==> src/rtl/wb_trace_display_pkg.sv <==
// Shared types and constants for the MEM/WB writeback trace display.
package proc_pkg;

  typedef struct packed {
    logic [4:0]  addr;
    logic [31:0] data;
  } wb_entry_t;

  typedef enum logic {
    ST_EMPTY,
    ST_SHOW
  } disp_state_t;

  // Active-low segment patterns, bit order {g,f,e,d,c,b,a}.
  localparam logic [6:0] SEG_FONT [0:15] = '{
    7'b1000000, 7'b1111001, 7'b0100100, 7'b0110000,
    7'b0011001, 7'b0010010, 7'b0000010, 7'b1111000,
    7'b0000000, 7'b0010000, 7'b0001000, 7'b0000011,
    7'b1000110, 7'b0100001, 7'b0000110, 7'b0001110
  };

  localparam logic [6:0] SEG_DASH = 7'b0111111;

endpackage

==> src/rtl/wb_trace_display_if.sv <==
// Writeback bus from the MEM/WB pipeline stage.
interface wb_trace_display_if;
  logic        WbValid;
  logic [4:0]  WbAddr;
  logic [31:0] WbData;

  modport master (output WbValid, output WbAddr, output WbData);
  modport slave  (input  WbValid, input  WbAddr, input  WbData);
endinterface

==> src/rtl/wb_trace_display_fifo.sv <==
// Synchronous FIFO of writeback entries; head is read combinationally.
module wb_trace_fifo
  import proc_pkg::*;
#(
  parameter int unsigned DEPTH = 8
) (
  input  logic                   clk,
  input  logic                   rst,
  input  logic                   push,
  input  wb_entry_t              din,
  output logic                   push_ok,
  input  logic                   pop,
  output wb_entry_t              dout,
  output logic                   full,
  output logic                   empty,
  output logic [$clog2(DEPTH):0] count
);

  localparam int unsigned PW = $clog2(DEPTH);
  localparam logic [PW:0] FULL_CNT = DEPTH[PW:0];

  logic [PW-1:0] wr_ptr_q, wr_ptr_d;
  logic [PW-1:0] rd_ptr_q, rd_ptr_d;
  logic [PW:0]   count_q, count_d;
  wb_entry_t     mem_q [DEPTH];
  wb_entry_t     mem_d [DEPTH];
  logic          pop_ok;

  assign full    = (count_q == FULL_CNT);
  assign empty   = (count_q == '0);
  assign pop_ok  = pop && !empty;
  // A full FIFO still accepts a push when the head leaves in the same cycle.
  assign push_ok = push && (!full || pop_ok);
  assign dout    = mem_q[rd_ptr_q];
  assign count   = count_q;

  // Next-state for storage, pointers and occupancy.
  always_comb begin
    mem_d    = mem_q;
    wr_ptr_d = wr_ptr_q;
    rd_ptr_d = rd_ptr_q;
    count_d  = count_q;
    if (push_ok) begin
      mem_d[wr_ptr_q] = din;
      wr_ptr_d        = wr_ptr_q + 1'b1;
    end
    if (pop_ok) begin
      rd_ptr_d = rd_ptr_q + 1'b1;
    end
    case ({push_ok, pop_ok})
      2'b10:   count_d = count_q + 1'b1;
      2'b01:   count_d = count_q - 1'b1;
      default: count_d = count_q;
    endcase
  end

  // FIFO state registers.
  always_ff @(posedge clk) begin
    if (rst) begin
      wr_ptr_q <= '0;
      rd_ptr_q <= '0;
      count_q  <= '0;
      mem_q    <= '{default: '0};
    end else begin
      wr_ptr_q <= wr_ptr_d;
      rd_ptr_q <= rd_ptr_d;
      count_q  <= count_d;
      mem_q    <= mem_d;
    end
  end

endmodule

==> src/rtl/wb_trace_display.sv <==
// Captures register writebacks into a FIFO and shows them one at a time on
// an 8-digit multiplexed 7-segment display.
module wb_trace_display
  import proc_pkg::*;
#(
  parameter int unsigned DEPTH       = 8,
  parameter int unsigned HOLD_CYCLES = 2**24,
  parameter int unsigned SCAN_BITS   = 16
) (
  input  logic                   clk,
  input  logic                   Reset,
  wb_trace_display_if.slave      wb,
  input  logic                   Step,
  input  logic                   AutoAdv,
  output logic [6:0]             Seg,
  output logic [7:0]             An,
  output logic [4:0]             ShownAddr,
  output logic [$clog2(DEPTH):0] Count,
  output logic                   Overflow
);

  localparam int unsigned CW = $clog2(DEPTH) + 1;
  localparam int unsigned HW = $clog2(HOLD_CYCLES);
  localparam logic [HW-1:0] HOLD_LAST = HW'(HOLD_CYCLES - 1);

  disp_state_t          state_q, state_d;
  logic [HW-1:0]        hold_q, hold_d;
  logic [SCAN_BITS-1:0] cnt_q, cnt_d;
  logic [6:0]           seg_q, seg_d;
  logic [7:0]           an_q, an_d;
  logic                 overflow_q, overflow_d;

  wb_entry_t            head;
  wb_entry_t            wb_in;
  logic                 push_acc;
  logic                 pop;
  logic                 full;
  logic                 empty;
  logic [CW-1:0]        fifo_count;
  logic [2:0]           idx;
  logic [3:0]           nib;

  assign wb_in.addr = wb.WbAddr;
  assign wb_in.data = wb.WbData;

  wb_trace_fifo #(.DEPTH(DEPTH)) u_fifo (
    .clk     (clk),
    .rst     (Reset),
    .push    (wb.WbValid),
    .din     (wb_in),
    .push_ok (push_acc),
    .pop     (pop),
    .dout    (head),
    .full    (full),
    .empty   (empty),
    .count   (fifo_count)
  );

  // Advance event: a Step and an expiry in the same cycle still pop once.
  // Kept apart from the next-state logic so push acceptance, which depends
  // on pop, does not form an apparent combinational loop.
  always_comb begin
    pop = 1'b0;
    if (state_q == ST_SHOW) begin
      pop = Step || (AutoAdv && (hold_q == HOLD_LAST));
    end
  end

  // Display FSM next state, hold counter and sticky overflow.
  always_comb begin
    state_d    = state_q;
    hold_d     = hold_q;
    overflow_d = overflow_q | (wb.WbValid & ~push_acc);
    case (state_q)
      ST_EMPTY: begin
        hold_d = '0;
        if (fifo_count != '0) state_d = ST_SHOW;
      end
      ST_SHOW: begin
        if (pop) begin
          hold_d = '0;
          // A push landing on the last pop becomes the new head.
          if (!((fifo_count > CW'(1)) || push_acc)) state_d = ST_EMPTY;
        end else begin
          hold_d = (hold_q == HOLD_LAST) ? '0 : hold_q + 1'b1;
        end
      end
      default: state_d = ST_EMPTY;
    endcase
  end

  // Digit scan and font lookup; Seg and An register together.
  always_comb begin
    cnt_d = cnt_q + 1'b1;
    idx   = cnt_q[SCAN_BITS-1 -: 3];
    nib   = head.data[{idx, 2'b00} +: 4];
    an_d  = ~(8'b1 << idx);
    seg_d = (state_q == ST_SHOW) ? SEG_FONT[nib] : SEG_DASH;
  end

  // State registers.
  always_ff @(posedge clk) begin
    if (Reset) begin
      state_q    <= ST_EMPTY;
      hold_q     <= '0;
      cnt_q      <= '0;
      seg_q      <= SEG_DASH;
      an_q       <= 8'b1111_1110;
      overflow_q <= 1'b0;
    end else begin
      state_q    <= state_d;
      hold_q     <= hold_d;
      cnt_q      <= cnt_d;
      seg_q      <= seg_d;
      an_q       <= an_d;
      overflow_q <= overflow_d;
    end
  end

  assign Seg       = seg_q;
  assign An        = an_q;
  assign Count     = fifo_count;
  assign Overflow  = overflow_q;
  assign ShownAddr = (state_q == ST_SHOW) ? head.addr : 5'd0;

endmodule

==> src/flat_wrapper.sv <==
// flat-port wrapper written by rule: the top's interface ports become plain ports
module wb_trace_display_flat import proc_pkg::*;
#(
  parameter int unsigned DEPTH       = 8,
  parameter int unsigned HOLD_CYCLES = 2**24,
  parameter int unsigned SCAN_BITS   = 16
)
  (clk, Reset, Step, AutoAdv, Seg, An, ShownAddr, Count, Overflow, wb_WbValid, wb_WbAddr, wb_WbData);
  wb_trace_display_if wb_i ();
  input  logic clk;
  input  logic Reset;
  input  logic Step;
  input  logic AutoAdv;
  output logic [6:0] Seg;
  output logic [7:0] An;
  output logic [4:0] ShownAddr;
  output logic [$clog2(DEPTH):0] Count;
  output logic Overflow;
  input wire logic [$bits(wb_i.WbValid)-1:0] wb_WbValid;
  input wire logic [$bits(wb_i.WbAddr)-1:0] wb_WbAddr;
  input wire logic [$bits(wb_i.WbData)-1:0] wb_WbData;
  assign wb_i.WbValid = wb_WbValid;
  assign wb_i.WbAddr = wb_WbAddr;
  assign wb_i.WbData = wb_WbData;
  wb_trace_display #(.DEPTH(DEPTH), .HOLD_CYCLES(HOLD_CYCLES), .SCAN_BITS(SCAN_BITS)) u_core (.clk(clk), .Reset(Reset), .wb(wb_i), .Step(Step), .AutoAdv(AutoAdv), .Seg(Seg), .An(An), .ShownAddr(ShownAddr), .Count(Count), .Overflow(Overflow));
endmodule
==> config.mk <==
export PLATFORM = sky130hd
export DESIGN_NAME = wb_trace_display_flat
export DESIGN_NICKNAME = d
export VERILOG_FILES = /design/src/rtl/wb_trace_display_pkg.sv /design/src/rtl/wb_trace_display_if.sv /design/src/rtl/wb_trace_display_fifo.sv /design/src/rtl/wb_trace_display.sv /design/src/flat_wrapper.sv
export SDC_FILE = /design/constraint.sdc
export NUM_CORES = 1
export LEC_CHECK = 0
export ABC_CLOCK_PERIOD_IN_PS = 7400
export BUFFER_PORTS_ARGS = -buffer_cell sky130_fd_sc_hd__buf_2
export CORE_ASPECT_RATIO = 0.7
export CORE_MARGIN = 5
export CORE_UTILIZATION = 45
export CTS_CLUSTER_SIZE = 30
export DETAILED_ROUTE_END_ITERATION = 12
export PLACE_DENSITY = 0.62
export SYNTH_ARGS = -nofsm -noshare
export SYNTH_HDL_FRONTEND = slang
export SYNTH_SLANG_ARGS = --single-unit
==> constraint.sdc <==
create_clock -name clk -period 7.4 [get_ports clk]
set_input_delay 0.37 -clock clk [delete_from_list [all_inputs] [get_ports clk]]
set_output_delay 0.37 -clock clk [all_outputs]
set_load 0.03 [all_outputs]
; After elaboration in Yosys (flattened, before gate mapping)
; Memories as Yosys holds them, arrays and structs flattened. A register that Yosys moved wholly into a read port is not among the register bits.
; Index checks and enable logic that the tools add are counted.
[totals]
ff_bits = 356
latchBits = 0
ram_bits = 0
mem_bits_ro = 112
input_bits = 42
wordCells = 78
memories = 1
[classes]
addsub = 6
multipliers = 0
div = 0
order_cmp = 4
n_eq_ne = 4
shifts = 2
n_mux = 16
bitwise = 8
n_reduce_logical = 13
[mem_list]
columns = memory, depth, width, rd, rd_clocked_by_memory_dff, write_ports, line_no
row1 = (name not given), 16, 7, 1, 1, 0, wb_trace_display.sv:98  ; seg_d = (state_q == ST_SHOW) ? SEG_FONT[nib] : SEG_DASH;
[ops]
columns = cell, n
row1 = 296-bit bitwise mux, 1
row2 = 37-bit binary-select mux with 3-bit select, 1
row3 = 37-bit demux with 3-bit select, 1
row4 = 37-bit 2-to-1 mux, 3
row5 = 24-bit 2-to-1 mux, 2
row6 = 24-bit one-hot mux with 2 select lines, 1
row7 = 32-bit by 6-bit variable part select with 4-bit output, 1
row8 = 24-bit by 1-bit adder with 24-bit output (second input constant), 1
row9 = 24-bit == test (second input constant), 1
row10 = 16-bit by 1-bit adder with 16-bit output (second input constant), 1
row11 = 4-bit greater-or-equal comparator (second input constant), 2
row12 = 3-bit inverter with 4-bit output, 2
row13 = 8-bit inverter, 1
row14 = 4-bit one-hot mux with 2 select lines, 1
row15 = 1-bit by 3-bit << shifter with 8-bit output (first input constant), 1
row16 = 3-bit by 1-bit adder with 3-bit output (second input constant), 2
row17 = 5-bit 2-to-1 mux, 1
row18 = 4-bit inverter with 5-bit output, 1
row19 = 4-bit by 1-bit adder with 4-bit output (second input constant), 1
row20 = 4-bit == test (second input constant), 1
row21 = 4-bit by 1-bit > comparator with 1-bit output (second input constant), 1
row22 = 1-bit logical AND, 4
row23 = 4-bit logical NOT, 1
row24 = 4-bit by 1-bit < comparator with 1-bit output (second input constant), 1
row25 = 13 further kinds, 20

; Depth between registers and ports, before layout
; Gate-level depths: netlist (run 1).
[depth]
word_depth = 11
mapped_depth = 14
mapped_depth_nobuf = 11

; Hierarchy
; From an unflattened synthesis (run 1), not the netlist that was laid out.
[unflattened]
hier_cells = 1748
hier_area_um2 = 16315.6
[by_module_without_submodules]
columns = mod, instances, cells_per_inst, area_each_um2, seq_area_each_um2
row1 = wb_trace_fifo, 1, 1448, 13606.8, 6125.9
row2 = wb_trace_display, 1, 300, 2708.8, 1141.1

; Least setup slack after synthesis (run 1)
; No wires, ideal clock.
[synth_timing]
path_type = register to register
start = reg u_core.u_fifo.rd_ptr_q[1]
end = reg u_core.seg_q[6], in the netlist u_core.Seg[6]
setup_ns = 0.121
t_arrival_ns = 2.871
required_time_ns = 7.279
path_slack_ns = 4.408
stages_incl_launch_ff = 14
period_less_slack_ns = 2.992
cell_sequence = dfxtp_1 > buf_2 > buf_4 > buf_2 > buf_2 > mux4_2 > a311oi_1 > o21ai_0 > o22ai_1 > inv_1 > ha_1 > mux2_2 > nand3_1 > o31ai_1
[synth_via]
elab_chain_cells = 6
[synth_lines]
columns = element, line_no
row1 = "start, declared", wb_trace_display_fifo.sv:23  ; logic [PW-1:0] rd_ptr_q, rd_ptr_d;
row2 = "start signal, assigned", wb_trace_display_fifo.sv:66  ; rd_ptr_q <= rd_ptr_d;
row3 = 3-bit inverter with 4-bit output (not written as such), wb_trace_display_fifo.sv:34  ; assign dout = mem_q[rd_ptr_q];
row4 = 37-bit binary-select mux with 3-bit select, wb_trace_display_fifo.sv:34
row5 = 37-bit 2-to-1 mux (not written as such) (2 in series), wb_trace_display_fifo.sv:34
row6 = 32-bit by 6-bit variable part select with 4-bit output, wb_trace_display.sv:96  ; nib = head.data[{idx, 2'b00} +: 4];
row7 = 4-bit inverter with 5-bit output (not written as such), wb_trace_display.sv:98
row8 = "end, declared", wb_trace_display.sv:29  ; logic [6:0] seg_q, seg_d;
; Every way passes these cells. The select of a mux whose other input is x is not followed.
; A chain may end at the register's enable or synchronous reset.

; Worst setup path in the final report (run 1)
; Same ends and word-level chain as after synthesis.

==> flow_summary.yaml, run 1 <==
sta:
  tightest_slew_ns: 1.18
  skew_ns: 0.0166
  fin_ws_ns: 3.23
  hold_slack_ns: 0.153
  hold_viol_final: 0
  setup_viol: 0
  period_share_pct: 56.3
  max_freq_mhz: 240
  tns_ns: 0
  rsz0062_at_grt: "false"
  drv_slew: 0
  layout_min_cycle_time_ns: 4.17
  max-slew-margin-rel_pct: 20.9
logic_synthesis:
  syn_nets: 1915
  synthSimpleGateAreaFrac_pct: 21.1
  synth_area_leaders: "dfxtp_1, nand2_1, a21oi_1, mux4_2, mux2i_1"
  ys_ff_latch: 363
  synth_edf_count: 0
  synthMuxAreaShare_pct: 12.0
  synthFlopType: "dfxtp_1"
  syn_inst: 1860
  avgSynthCellArea_sq_um: 8.53
  syn_area_sq_um: 15900
  synth_top_family_by_area: "simple AND/OR/NAND/NOR gates"
  synth_top_area_share_pct: 45.8
  synth_compound_area_share_pct: 12.1
  synth-xor-area-share_pct: 2.32
  ys_types: 58
  yosysTopAreaCell: "dfxtp_1"
  seq_area_frac_synth_pct: 45.8
  synthAdderAreaFrac_pct: 1.03
  synthArstFlopShare_pct: 0
  ys_warn_count: 0
clock_network:
  postCtsSetupBuffers: 0
  cts_hold_buf: 0
  cts_resized: 0
  clk_pin_slew_worst_paths_ns: 0.07
  cts_sinks: 363
  ctsRootBufferMaster: "clkbuf_16"
  clk_path_buf_depth: 3
  cts_buffers: 37
  cts_tree: "built"
  clk_latency_ns: 0.53
  h-tree-depth: 2
global_route:
  grt_pass1_wl_mm: 71.9
  grt_usage_pct: 23.2
  gr-total-overflow: 0
  grt_max_degree: 120
  antenna_found_initial: 3
  grt_pass1_vias: 12200
cells_and_area:
  drive_gt1_share_pct: 12.8
  areaGrowthSynthToFinish_pct: 8.84
  final_cells: 2319
  fillers: 3340
  nets: 1875
worst_setup_path:
  worstRegToRegCells: 12
  r2r-start: "u_core.u_fifo.rd_ptr_q[1]"
  crit_slowest_cell: "dfxtp_4"
  setup.worst_path.start: "u_core.u_fifo.rd_ptr_q[1]"
  path_buf_inv: 2
  worst_setup_path_start_kind: "flip-flop"
  worst-setup-path-type: "reg -> reg"
  crit_arrival_ns: 4.58
  crit_chain: "buf_4, mux4_2, mux2i_1, nor3_1, a311oi_1, o21ai_0, o22ai_1, inv_1, ha_1, mux2_2, nand3_1, o31ai_1"
  crit_path_end: "u_core.Seg[6]"
  cp.required_ns: 7.81
  crit_path_end_kind: "flip-flop"
  rrSetupSlack_ns: 3.23
  rr_endpoint: "u_core.Seg[6]"
  cp.depth: 12
  cp_top_family: "multiplexers"
  path_max_fanout: 52
  cp_slowest_stage_delay_ns: 0.95
floorplan:
  io_pins: 67
  dieArea_sq_um: 39200
  die_h_microns: 167
  placementRows: 57
  die_w_microns: 234
  fp.coreArea_sq_um: 34700
  start_util_pct: 45.7
power_and_ir_drop:
  p_leak_nw: 5.71
  p_total_w: 0.00423
  powerDensity_nw_per_um2: 245
  ir_drop_v: 0.000132
placement:
  routabilityCongestion: 0.826
  dp_slack_ns: 3.30
  dp_cells: 2253
  hpwl_mm: 26.0
  numPortBuffers: 66
route:
  num_vias: 12800
  drt_iter0_markers: 1393
  routed_wl_mm: 46.1
  drt_first_pass_iters: 6
  routed_via_density: 5.53
  wl_per_cell_microns: 19.9
  final_antenna_net_count: 0
  remaining_drc_errors: 0
job:
  drv_cap: 0
hold_path:
  hold_class: "in -> reg"
  holdPathStages: 3
run_status:
  status: "finished clean"
## layer usage
metal | up-vias | share of wire [%] | track usage, %
li1 | 6144 | - | -
met1 | 6181 | 45 | 34.0
met2 | 451 | 45 | 36.3
met3 | 51 | 8.5 | 4.70
met4 | 4 | 1.2 | 3.75
met5 | - | 0.046 | 0
## worst reg2reg max path, cell delays in order (launching register included)
cell and delay, ns:
dfxtp_4 0.95, buf_4 0.49, mux4_2 0.57, mux2i_1 0.32
nor3_1 0.09, a311oi_1 0.27, o21ai_0 0.18, o22ai_1 0.33
inv_1 0.16, ha_1 0.27, mux2_2 0.27, nand3_1 0.08
o31ai_1 0.07
## per-stage QoR
| step | util [%] | instance area (sq um) |
|---|---|---|
| 2_1_floorplan | - | 15900 |
| 3_3_place_gp | 46.4 | 16100 |
| 3_5_place_dp | 46.4 | 16100 |
| 4_1_cts | 49.7 | 17300 |
| 5_1_grt | 49.7 | 17300 |
| 6_report | 49.7 | 17300 |
## cell type report
type	instances	area, sq um	area share, %
multi-input combinational	1322	7730	44.8
tap	472	591	3.42
sequential	363	7270	42.1
timing repair buffer	85	483	2.80
clock inverter	7	63.8	0.370
antenna	2	5.00	0.0290
inverter	11	41.3	0.239
clock buffer	57	1070	6.20
## state kept, by name, summed over array words and instances, names as in the netlist
signal	count
u_core.u_fifo.count	4
u_core.Overflow	1
u_core.u_fifo.wr_ptr_q	3
u_core.hold_q	24
u_core.An	8
u_core.state_q	1
u_core.u_fifo.mem_q	296
u_core.Seg	7
u_core.cnt_q	16
u_core.u_fifo.rd_ptr_q	3
## placed cells by master, fill, tap and decap left out, types with 4 or more instances in the layout
cell type,instances
a21oi_1,308
a22oi_1,9
a31oi_1,7
and2_1,5
and3_1,6
and4_1,4
buf_2,65
buf_4,19
clkbuf_1,13
clkbuf_16,37
clkbuf_8,7
clkinv_2,5
dfxtp_1,361
ha_1,13
inv_1,10
mux2_2,8
mux2i_1,33
mux4_2,66
nand2_1,630
nand2_2,4
nand2b_1,6
nand3_1,23
nand4_1,8
nor2_1,70
nor2b_1,16
nor3_1,5
nor3_4,4
o21ai_0,9
o221ai_1,5
or3_1,4
xnor2_1,23
xor2_1,19
## power by group
group          total [W]  switching (W)  internal [W]
clock            0.00180       0.000774       0.00103
sequential       0.00205      0.0000491       0.00200
combinational   0.000370       0.000245      0.000125
total            0.00423        0.00107       0.00316
## cell usage after synthesis, types with 4 or more instances
cell      count
nor2_1       70
and2_1        5
nand4_1       8
buf_2        42
nor3_1        5
a22oi_1       9
mux2i_1      33
or3_1         5
nor2b_1      16
o221ai_1      5
xnor2_1      23
a21oi_1     308
a31oi_1       7
nand2b_1      6
nor3_4        4
o21ai_0       9
ha_1         13
xor2_1       19
mux2_2        8
nand2_1     634
dfxtp_1     363
and4_1        4
mux4_2       66
buf_1         5
nand3_1      25
and3_1        7
inv_1        10
buf_6         6
clkbuf_1     75
buf_4        35
## cells by family (layout without fill, tap and decap cells)
kind of cell             after synthesis  after routing
AO/OA/AOI/OAI                        358            358
XOR/XNOR                              42             42
adder cells (fa/ha/maj)               13             13
buffers and inverters                175            160
flip-flops                           363            363
multiplexers                         107            107
other                                  0              2
AND/OR/NAND/NOR                      802            802
## worst min-delay path by stage
stage	from	to	slack (ns)
after floorplan	u_core.cnt_q[0]	u_core.cnt_q[0]	0.41
after global placement	u_core.cnt_q[0]	u_core.cnt_q[0]	0.43
after detailed placement	u_core.cnt_q[0]	u_core.cnt_q[0]	0.44
after CTS	wb_WbData[10]	u_core.u_fifo.mem_q[195]	0.13
after global routing	wb_WbData[2]	u_core.u_fifo.mem_q[224]	0.15
final	wb_WbData[14]	u_core.u_fifo.mem_q[162]	0.15
Note: power is estimated with default switching activity, not from simulation.
==> run 2, diff against run 1 <==
- ABC_AREA: default -> 1
- ABC_CLOCK_PERIOD_IN_PS: 7400 -> 4200
- clock period: 7.4 -> 4.2 ns (I/O delays scaled with it)
==> flow_summary.yaml, run 2 <==
worst_setup_path:
  crit_arrival_ns: 3.54
  rrSetupSlack_ns: 1.09
  path_buf_inv: 2
  worst-setup-path-type: "reg -> reg"
  crit_chain: "inv_2, buf_4, a21oi_1, o21ai_0, nand3_1, nand3_1, nand3_1, nor2_1, nor2_1, ha_1, nand3_1, nand2_1, nor2_1, nor2_1"
  worst_setup_path_start_kind: "flip-flop"
  cp_top_family: "simple AND/OR/NAND/NOR gates"
  path_max_fanout: 26
  cp_slowest_stage_delay_ns: 0.61
  crit_path_end_kind: "flip-flop"
  crit_slowest_cell: "inv_2"
  cp.required_ns: 4.63
floorplan:
  io_pins: 67
  fp.coreArea_sq_um: 43900
  start_util_pct: 45.7
  die_w_microns: 262
  dieArea_sq_um: 49000
  die_h_microns: 187
  placementRows: 64
clock_network:
  cts_buffers: 38
  clk_path_buf_depth: 3
  ctsRootBufferMaster: "clkbuf_16"
  cts_resized: 0
  cts_sinks: 363
  clk_latency_ns: 0.55
  cts_hold_buf: 0
  h-tree-depth: 2
  cts_tree: "built"
  clk_pin_slew_worst_paths_ns: 0.06
  postCtsSetupBuffers: 0
placement:
  dp_cells: 3708
  routabilityCongestion: 0.841
  hpwl_mm: 36.1
  dp_slack_ns: 1.15
  numPortBuffers: 66
  placed_cell_area_sq_um: 20500
sta:
  drv_slew: 0
  tns_ns: 0
  period_share_pct: 74.0
  rsz0062_at_grt: "false"
  setup_viol: 0
  layout_min_cycle_time_ns: 3.11
  tightest_slew_ns: 1.11
  fin_ws_ns: 1.09
  max_freq_mhz: 322
  max-slew-margin-rel_pct: 25.9
  skew_ns: 0.0146
  hold_viol_final: 0
cells_and_area:
  diodes: 0
  regMostFlops: "u_core.u_fifo.mem_q"
  final_common_cell: "nand2_1"
  nets: 3209
  reg_top3: "u_core.u_fifo.mem_q (296), u_core.hold_q (24), u_core.cnt_q (16)"
  drive_gt1_share_pct: 6.13
  areaGrowthSynthToFinish_pct: 8.36
  layout_common_cells: "nand2_1, inv_1, nor2_1, dfxtp_1, nand4_1"
  final_area_sq_um: 21700
  final_cells: 3774
  largest_reg_flops: 296
global_route:
  grt_pass1_vias: 18100
  grt_pass1_wl_mm: 101
  grt_max_degree: 175
  antenna_found_initial: 2
  gr-total-overflow: 0
  grt_usage_pct: 25.0
logic_synthesis:
  avgSynthCellArea_sq_um: 6.21
  synth_area_leaders: "dfxtp_1, nand2_1, inv_1, nand4_1, nor2_1"
  yosysTopAreaCell: "dfxtp_1"
  synthArstFlopShare_pct: 0
  syn_area_sq_um: 20100
  synth_top_area_share_pct: 36.2
  synth_common_cells: "nand2_1, inv_1, nor2_1"
  ys_warn_count: 0
  synth.most_common_cell: "nand2_1"
  synth_edf_count: 0
  synthFlopType: "dfxtp_1"
  syn_inst: 3229
  syn_nets: 3284
  ys_types: 37
  seq_area_frac_synth_pct: 36.2
  ys_ff_latch: 363
route:
  routed-wl-met3_mm: 5.15
  routed_via_density: 5.24
  drt_iter0_markers: 1876
  final_antenna_net_count: 0
  met1_length_mm: 29.6
  wl_met2_mm: 27.7
  wl_per_cell_microns: 17.0
  drt_first_pass_iters: 6
  num_vias: 19800
  routed_wl_mm: 64.2
  top_layer_used: "met4"
  remaining_drc_errors: 0
hold_path:
  hold_class: "in -> reg"
power_and_ir_drop:
  ir_drop_v: 0.000274
  p_leak_nw: 10.2
  powerDensity_nw_per_um2: 380
  p_total_w: 0.00825
job:
  drv_cap: 0
run_status:
  status: "finished clean"
[run 2: cell count changes after synthesis, sizes merged, moves of 145 or more]
cell | previous run | this run
nor2 | 70 | 377
inv | 10 | 693
a21oi | 308 | 102
nand4 | 10 | 300
nand2 | 634 | 795
nand3 | 25 | 170
[run 2: routing by layer]
layer,vias up,GRT usage [%]
met1,9082,36.3
li1,9827,-
met4,0,7.06
met5,-,0
met2,745,38.8
met3,115,4.00
[run 2: cells by family (layout without fill, tap and decap cells)]
family	Yosys count	count (layout)	share of synthesized area (%)
flops	363	363	36.2
simple gates	1667	1667	36.8
buf+inv	915	866	18.3
fa+ha+maj	13	13	0.811
xor+xnor	16	16	0.698
compound gates	255	255	7.12
[run 2: area by class of cell]
type,instances,area [sq um]
fillers,4513,22100
flip-flops and latches,363,7280
well taps,594,743
repair buffers,106,678
multi-input cells,1951,9200
inverters,694,2610
clock inverters,5,27.5
clock buffers,61,1210
[run 2: report_power, final]
group | switching, W | internal (W)
combinational | 0.000876 | 0.000355
sequential | 0.0000637 | 0.00355
clock | 0.00144 | 0.00197
total | 0.00238 | 0.00587
[run 2: final timing paths]
| kind | startpoint | to | cells past startpoint |
|---|---|---|---|
| hold reg to reg | u_core.cnt_q[0] | u_core.cnt_q[0] | 1 |
| setup / recovery | u_core.u_fifo.rd_ptr_q[1] | u_core.Seg[6] | 14 |
| hold / removal | Step | u_core.hold_q[17] | 6 |
| setup reg to reg | u_core.u_fifo.rd_ptr_q[1] | u_core.Seg[6] | 14 |
[run 2: worst min-delay path: cells and delay by family]
kind / cells / cell delay, ns
compound gates: 2 / 0.14
simple gates: 2 / 0.11
buf+inv: 2 / 0.12
[run 2: stage by stage]
step	hold slack, ns	utilization (%)
2_1_floorplan	0.392	-
3_3_place_gp	0.426	46.7
3_5_place_dp	0.439	46.7
4_1_cts	0.0666	49.6
5_1_grt	0.114	49.6
6_report	0.0808	49.6
